File: config.mk
export PLATFORM = sky130hd
export DESIGN_NAME = usb_tx_line_encoder
export DESIGN_NICKNAME = d
export VERILOG_FILES = /design/src/rtl/usb_tx_line_encoder.sv
export SDC_FILE = /design/constraint.sdc
export NUM_CORES = 1
export LEC_CHECK = 0
export BUFFER_PORTS_ARGS = -buffer_cell sky130_fd_sc_hd__buf_2
export CAP_MARGIN = 5
export CORE_MARGIN = 2
export CORE_UTILIZATION = 63
export DETAILED_ROUTE_END_ITERATION = 10
export GPL_ROUTABILITY_DRIVEN = 1
export PLACE_DENSITY = 0.85
export SLEW_MARGIN = 20
export SYNTH_ARGS = -nofsm -noshare
export SYNTH_HDL_FRONTEND = slang
export SYNTH_SLANG_ARGS = --single-unit
export TNS_END_PERCENT = 30
File: constraint.sdc
create_clock -name clk -period 5.8 [get_ports clk]
set_clock_uncertainty 0.15 [all_clocks]
set_input_delay 0.29 -clock clk [delete_from_list [all_inputs] [get_ports clk]]
set_output_delay 0.29 -clock clk [all_outputs]
set_load 0.05 [all_outputs]
File: src/rtl/usb_tx_line_encoder.sv
// -----------------------------------------------------------------------------
// usb_tx_line_encoder
//
// Transmit line encoder for the USB full-speed PHY path. Packet bytes arrive
// from the TX packet controller and are sent LSB first. The encoder inserts
// stuff bits, applies NRZI coding and ends each packet with EOP
// (two bit times of SE0, then one bit time of J). Between packets the line
// is held at idle J.
//
// Optional build macro:
//   USB_TX_SYNC_GEN_EN - when defined, the encoder sends the SYNC pattern
//                        (0x80, LSB first: KJKJKJKK) before the first byte.
//                        SYNC is not stuffed and does not count toward ones.
//                        When undefined, the controller sends 0x80 itself as
//                        an ordinary data byte.
//
// Ports:
//   clk       system clock
//   n_rst     asynchronous active-low reset (line returns to J, no EOP)
//   tx_data   packet byte, sent LSB first
//   tx_valid  tx_data/tx_last are valid
//   tx_last   byte is the final byte of the packet (qualified by tx_valid)
//   tx_ready  encoder can take a byte this cycle (holding buffer empty)
//   d_plus    registered D+ line level
//   d_minus   registered D- line level
//   tx_busy   high from the first accepted byte until EOP completes
//   tx_done   one-cycle pulse in the first idle cycle after EOP
//   tx_error  one-cycle pulse when the buffer underruns mid-packet
//
// Handshake: a byte moves on a rising clk edge where tx_valid && tx_ready.
// tx_ready depends only on the holding buffer, never on tx_valid. tx_valid
// without tx_ready has no effect. tx_last is stored with its byte.
//
// The FSM state is held in the signal 'state', of enum type state_t, so that
// checkers can bind to it.
// -----------------------------------------------------------------------------
`default_nettype none

module usb_tx_line_encoder #(
    parameter int CLKS_PER_BIT = 8,
    parameter int STUFF_LIMIT  = 6
) (
    input  logic       clk,
    input  logic       n_rst,
    input  logic [7:0] tx_data,
    input  logic       tx_valid,
    input  logic       tx_last,
    output logic       tx_ready,
    output logic       d_plus,
    output logic       d_minus,
    output logic       tx_busy,
    output logic       tx_done,
    output logic       tx_error
);

    localparam int TW = $clog2(CLKS_PER_BIT);
    localparam int OW = $clog2(STUFF_LIMIT + 1);
    localparam logic [TW-1:0] TIMER_LAST = TW'(CLKS_PER_BIT - 1);
    localparam logic [OW-1:0] ONES_LIMIT = OW'(STUFF_LIMIT);

    // Line levels as {d_plus, d_minus}
    localparam logic [1:0] LINE_J   = 2'b10;
    localparam logic [1:0] LINE_K   = 2'b01;
    localparam logic [1:0] LINE_SE0 = 2'b00;

    typedef enum logic [2:0] {
        S_IDLE    = 3'd0,
`ifdef USB_TX_SYNC_GEN_EN
        S_SYNC    = 3'd1,
`endif
        S_DATA    = 3'd2,
        S_STUFF   = 3'd3,
        S_EOP_SE0 = 3'd4,
        S_EOP_J   = 3'd5
    } state_t;

    state_t          state, state_n;
    logic [TW-1:0]   timer, timer_n;
    logic [7:0]      sr, sr_n;
    logic [2:0]      bit_cnt, bit_cnt_n;
    logic            cur_last, cur_last_n;
    logic [OW-1:0]   ones, ones_n, ones_inc;
    logic [7:0]      buf_data, buf_data_n;
    logic            buf_last, buf_last_n;
    logic            buf_full, buf_full_n;
    logic [1:0]      line_cur, line_n;
    logic            busy_n, done_n, error_n;
    logic            boundary, next_byte, load;

    // NRZI: a 1 holds the line, a 0 toggles J<->K. The line is never SE0 when
    // this is called, so inverting both wires swaps J and K.
    function automatic logic [1:0] nrzi(input logic bit_val, input logic [1:0] lvl);
        return bit_val ? lvl : ~lvl;
    endfunction

    assign line_cur = {d_plus, d_minus};
    assign tx_ready = !buf_full;
    assign boundary = (timer == TIMER_LAST);

    always_comb begin
        state_n    = state;
        timer_n    = (state == S_IDLE || boundary) ? '0 : timer + TW'(1);
        sr_n       = sr;
        bit_cnt_n  = bit_cnt;
        cur_last_n = cur_last;
        ones_n     = ones;
        ones_inc   = sr[0] ? ones + OW'(1) : '0;
        buf_data_n = buf_data;
        buf_last_n = buf_last;
        buf_full_n = buf_full;
        line_n     = line_cur;
        done_n     = 1'b0;
        error_n    = 1'b0;
        next_byte  = 1'b0;
        load       = 1'b0;

        case (state)
            S_IDLE: begin
                line_n = LINE_J;
                if (buf_full) begin
                    ones_n = '0;
`ifdef USB_TX_SYNC_GEN_EN
                    // First SYNC bit is 0: toggle from J to K
                    state_n    = S_SYNC;
                    bit_cnt_n  = '0;
                    cur_last_n = 1'b0;
                    line_n     = LINE_K;
`else
                    load = 1'b1;
`endif
                end
            end
`ifdef USB_TX_SYNC_GEN_EN
            S_SYNC: begin
                if (boundary) begin
                    // cur_last is clear here, so the byte-end logic below
                    // loads the waiting first packet byte with no gap.
                    if (bit_cnt == 3'd7) begin
                        next_byte = 1'b1;
                    end else begin
                        bit_cnt_n = bit_cnt + 3'd1;
                        // SYNC bit index bit_cnt+1 is 1 only for index 7
                        line_n = nrzi(bit_cnt == 3'd6, line_cur);
                    end
                end
            end
`endif
            S_DATA: begin
                if (boundary) begin
                    ones_n    = ones_inc;
                    sr_n      = {1'b0, sr[7:1]};
                    bit_cnt_n = bit_cnt + 3'd1;
                    if (ones_inc == ONES_LIMIT) begin
                        state_n = S_STUFF;
                        ones_n  = '0;
                        line_n  = ~line_cur;
                    end else if (bit_cnt == 3'd7) begin
                        next_byte = 1'b1;
                    end else begin
                        line_n = nrzi(sr[1], line_cur);
                    end
                end
            end
            S_STUFF: begin
                if (boundary) begin
                    // A stuff bit always follows a data bit, so bit_cnt is
                    // only zero here once bit 7 has been sent.
                    if (bit_cnt == 3'd0) begin
                        next_byte = 1'b1;
                    end else begin
                        state_n = S_DATA;
                        line_n  = nrzi(sr[0], line_cur);
                    end
                end
            end
            S_EOP_SE0: begin
                if (boundary) begin
                    if (bit_cnt[0]) begin
                        state_n = S_EOP_J;
                        line_n  = LINE_J;
                    end else begin
                        bit_cnt_n = 3'd1;
                    end
                end
            end
            S_EOP_J: begin
                if (boundary) begin
                    state_n = S_IDLE;
                    done_n  = 1'b1;
                end
            end
            default: begin
                state_n = S_IDLE;
                line_n  = LINE_J;
            end
        endcase

        // End of a byte: continue with the buffered byte, or close the packet
        if (next_byte) begin
            if (!cur_last && buf_full) begin
                load = 1'b1;
            end else begin
                error_n   = !cur_last;
                state_n   = S_EOP_SE0;
                line_n    = LINE_SE0;
                bit_cnt_n = '0;
            end
        end

        // Drain the holding buffer into the shift register and register the
        // first bit's level. The ones count carries across bytes.
        if (load) begin
            state_n    = S_DATA;
            sr_n       = buf_data;
            bit_cnt_n  = '0;
            cur_last_n = buf_last;
            buf_full_n = 1'b0;
            line_n     = nrzi(buf_data[0], line_cur);
        end

        if (tx_valid && !buf_full) begin
            buf_data_n = tx_data;
            buf_last_n = tx_last;
            buf_full_n = 1'b1;
        end

        busy_n = (state_n != S_IDLE) || buf_full_n;
    end

    always_ff @(posedge clk or negedge n_rst) begin
        if (!n_rst) begin
            state    <= S_IDLE;
            timer    <= '0;
            sr       <= '0;
            bit_cnt  <= '0;
            cur_last <= 1'b0;
            ones     <= '0;
            buf_data <= '0;
            buf_last <= 1'b0;
            buf_full <= 1'b0;
            d_plus   <= 1'b1;
            d_minus  <= 1'b0;
            tx_busy  <= 1'b0;
            tx_done  <= 1'b0;
            tx_error <= 1'b0;
        end else begin
            state    <= state_n;
            timer    <= timer_n;
            sr       <= sr_n;
            bit_cnt  <= bit_cnt_n;
            cur_last <= cur_last_n;
            ones     <= ones_n;
            buf_data <= buf_data_n;
            buf_last <= buf_last_n;
            buf_full <= buf_full_n;
            d_plus   <= line_n[1];
            d_minus  <= line_n[0];
            tx_busy  <= busy_n;
            tx_done  <= done_n;
            tx_error <= error_n;
        end
    end

endmodule

`default_nettype wire
==> qor.yml <==
routing:
  vias: 1438
  first_pass_iters: 5
  wl_per_cell_um: 15.5
  drtIter0Drc: 100
  ant_nets: 0
  via_per_inst: 5.68
  drc: 0
  routed_wl_um: 3930
synth:
  synth-edff-count: 0
  synthDistinctLibCells: 40
  yosysMostFrequentCell: "dfrtp_1"
  synth-seq-cells: 36
  syn-instance-count: 191
  async_flop_share: 1.00
  synth.top_cell.area_share: 0.442
  syn-num-nets: 211
  ys.flop_type: "dfrtp_1"
  postSynthAreaPerCell_sq_um: 10.4
  synth_area_leaders: "dfrtp_1 (44%), mux2_2 (9.7%), ha_1 (5.0%), mux2_4 (3.8%), nand2_1 (3.2%)"
  synth_area_leader_cell: "dfrtp_1"
  syn_area_sq_um: 1980
  yosysWarnings: 0
  netlist_top_cells_count: "dfrtp_1 (35), mux2_2 (17), nand2_1 (17)"
  yosysSeqAreaShare: 0.455
clocking:
  clockBufferDepth: 2
  cts_made_buffers: 5
  clk_latency_ns: 0.34
  cts_htree_levels: 2
  clockRootBuffer: "clkbuf_4"
  cts_setup_buffers: 0
  clkSlewWorstSetupHoldPaths_ns: 0.11
  clock-sinks: 36
  cts_tree: "yes"
status:
  outcome: "finished clean"
grt:
  globalRouteMet1Util: 0.314
  met2_usage: 0.435
  grt_start_max_net_pins: 37
  use_met3: 0.0606
  grt-busiest-layer: "met2"
  antenna_found_initial: 0
  track_usage: 0.257
  grt_pass1_vias: 1476
  grt_overflow: 0
  grt_pass1_wl_um: 6770
floorplanning:
  die_area_sq_um: 3610
  die_h_um: 60.1
  core-area_sq_um: 3030
  ios: 18
  die_x_um: 60.1
  start_util: 0.655
  rows: 20
timing:
  relSlewSlack: 0.454
  fin_hold_ws_ns: 0.0190
  hold_viol_final: 0
  max_slew.worst_pin.slew_ns: 0.817
  finalSetupTns_ns: 0
  fin_crit_sh: 0.432
  finalMaxSlewViolations: 0
  rsz0062_at_grt: "false"
  max_freq_mhz: 399
  fin_crit_ns: 2.51
  setup_viol: 0
  setup_ws_ns: 3.29
final_layout:
  drive_gt1_frac: 0.263
  syn_to_final_growth_pct: 9.97
  layout.nets: 228
  postLayoutCellArea_sq_um: 2180
  diodes: 0
power:
  p_per_area_nw_per_um2: 261
  vdd.ir_drop.worst_mv: 0.225
  p_leak_nw: 1.02
  power_mw: 0.570
critical_path:
  r2r_slack_ns: 3.29
  cp.required_ns: 5.89
  rr_worst_depth: 5
  critPathLaunchType: "flop"
  cp-end-kind: "flop"
  crit_arrival_ns: 2.60
  cp_max_fo: 19
  criticalPathCategory: "reg2reg"
min_path:
  holdPathStages: 2
  min_path_type: "in2reg"
placement:
  dp_slack_ns: 3.34
  postPlaceCellArea_sq_um: 2070
  hpwl_um: 2860
  place_congestion: 0.859
  io_buffers: 17
run:
  max_cap_violations: 0
[per-stage QoR]
stage / instances / util
final: 253 / 0.720
after global routing: 253 / 0.720
after CTS: 252 / 0.717
after detailed placement: 242 / 0.684
after global placement: 242 / 0.684
after floorplan: 191 / -
[logic make-up after synthesis]
logic type	after synthesis	synth area share
compound gates	42	0.149
flops	36	0.455
buf+inv	20	0.0454
fa+ha+maj	8	0.0505
simple gates	59	0.148
xor+xnor	4	0.0177
mux	22	0.134
[final timing paths]
| path | start | endpoint |
|---|---|---|
| worst max-delay path | state[1] | sr[7] |
| worst min-delay path | tx_data[7] | buf_data[7] |
| worst max register to register | state[1] | sr[7] |
| worst min register to register | timer[0] | timer[0] |
| max in group asynchronous | n_rst | sr[2] |
| min in group asynchronous | n_rst | bit_cnt[0] |
[layout by cell type, fill, tap and decap left out, types with 2 or more instances in the layout]
master and count:
a21oi_1 11, ha_1 8, o21ai_0 9, inv_1 9, nand3_1 3, mux2_2 17
and3_1 2, nor3_1 6, mux2_4 5, buf_2 17, nand2b_1 5, and2_1 4
dlygate4sd3_1 3, o31ai_1 3, nor2b_1 4, a211oi_1 3, a21boi_0 2, nand3b_1 2
a22oi_1 2, xor2_1 4, nand2_1 17, clkbuf_4 5, dfrtp_1 35, a31o_2 2
nor2_1 12
[state kept, by name (all words and copies together), names as in the netlist]
signal	flops
buf_full	1
tx_done	1
tx_busy	1
sr	8
d_minus	1
ones	3
buf_data	8
tx_error	1
bit_cnt	3
buf_last	1
d_plus	1
timer	3
state	3
cur_last	1
[critical path: stages (launching register included)]
cell,delay (ns)
dfrtp_1,0.72
nor2b_1,0.44
a221oi_2,0.11
o211ai_2,0.34
o31a_4,0.29
mux2_2,0.36
[final cells by class]
type | instances | area [sq um]
Multi-Input combinational cell | 135 | 991
Sequential cell | 36 | 902
Fill cell | 220 | 847
Timing Repair Buffer | 20 | 115
Tap cell | 44 | 55.1
Clock inverter | 3 | 42.5
Clock buffer | 5 | 37.5
Inverter | 10 | 37.5
[report_power, final]
group	internal (mW)	total, mW	switching, mW
combinational	0.0401	0.0837	0.0436
clock	0.0898	0.176	0.0861
sequential	0.284	0.310	0.0263
[what timing repair did]
item	CTS	global route
gates resized for setup	0	0
hold buffers	2	1
endpoints found under the hold margin	36	1
[routing by layer]
metal  vias to the layer above  part of all wire
met1                       666              0.40
met4                         0             0.013
li1                        713                 -
met5                         -                 0
met3                         5             0.056
met2                        54              0.53
Power figures use the tool's default switching activity.
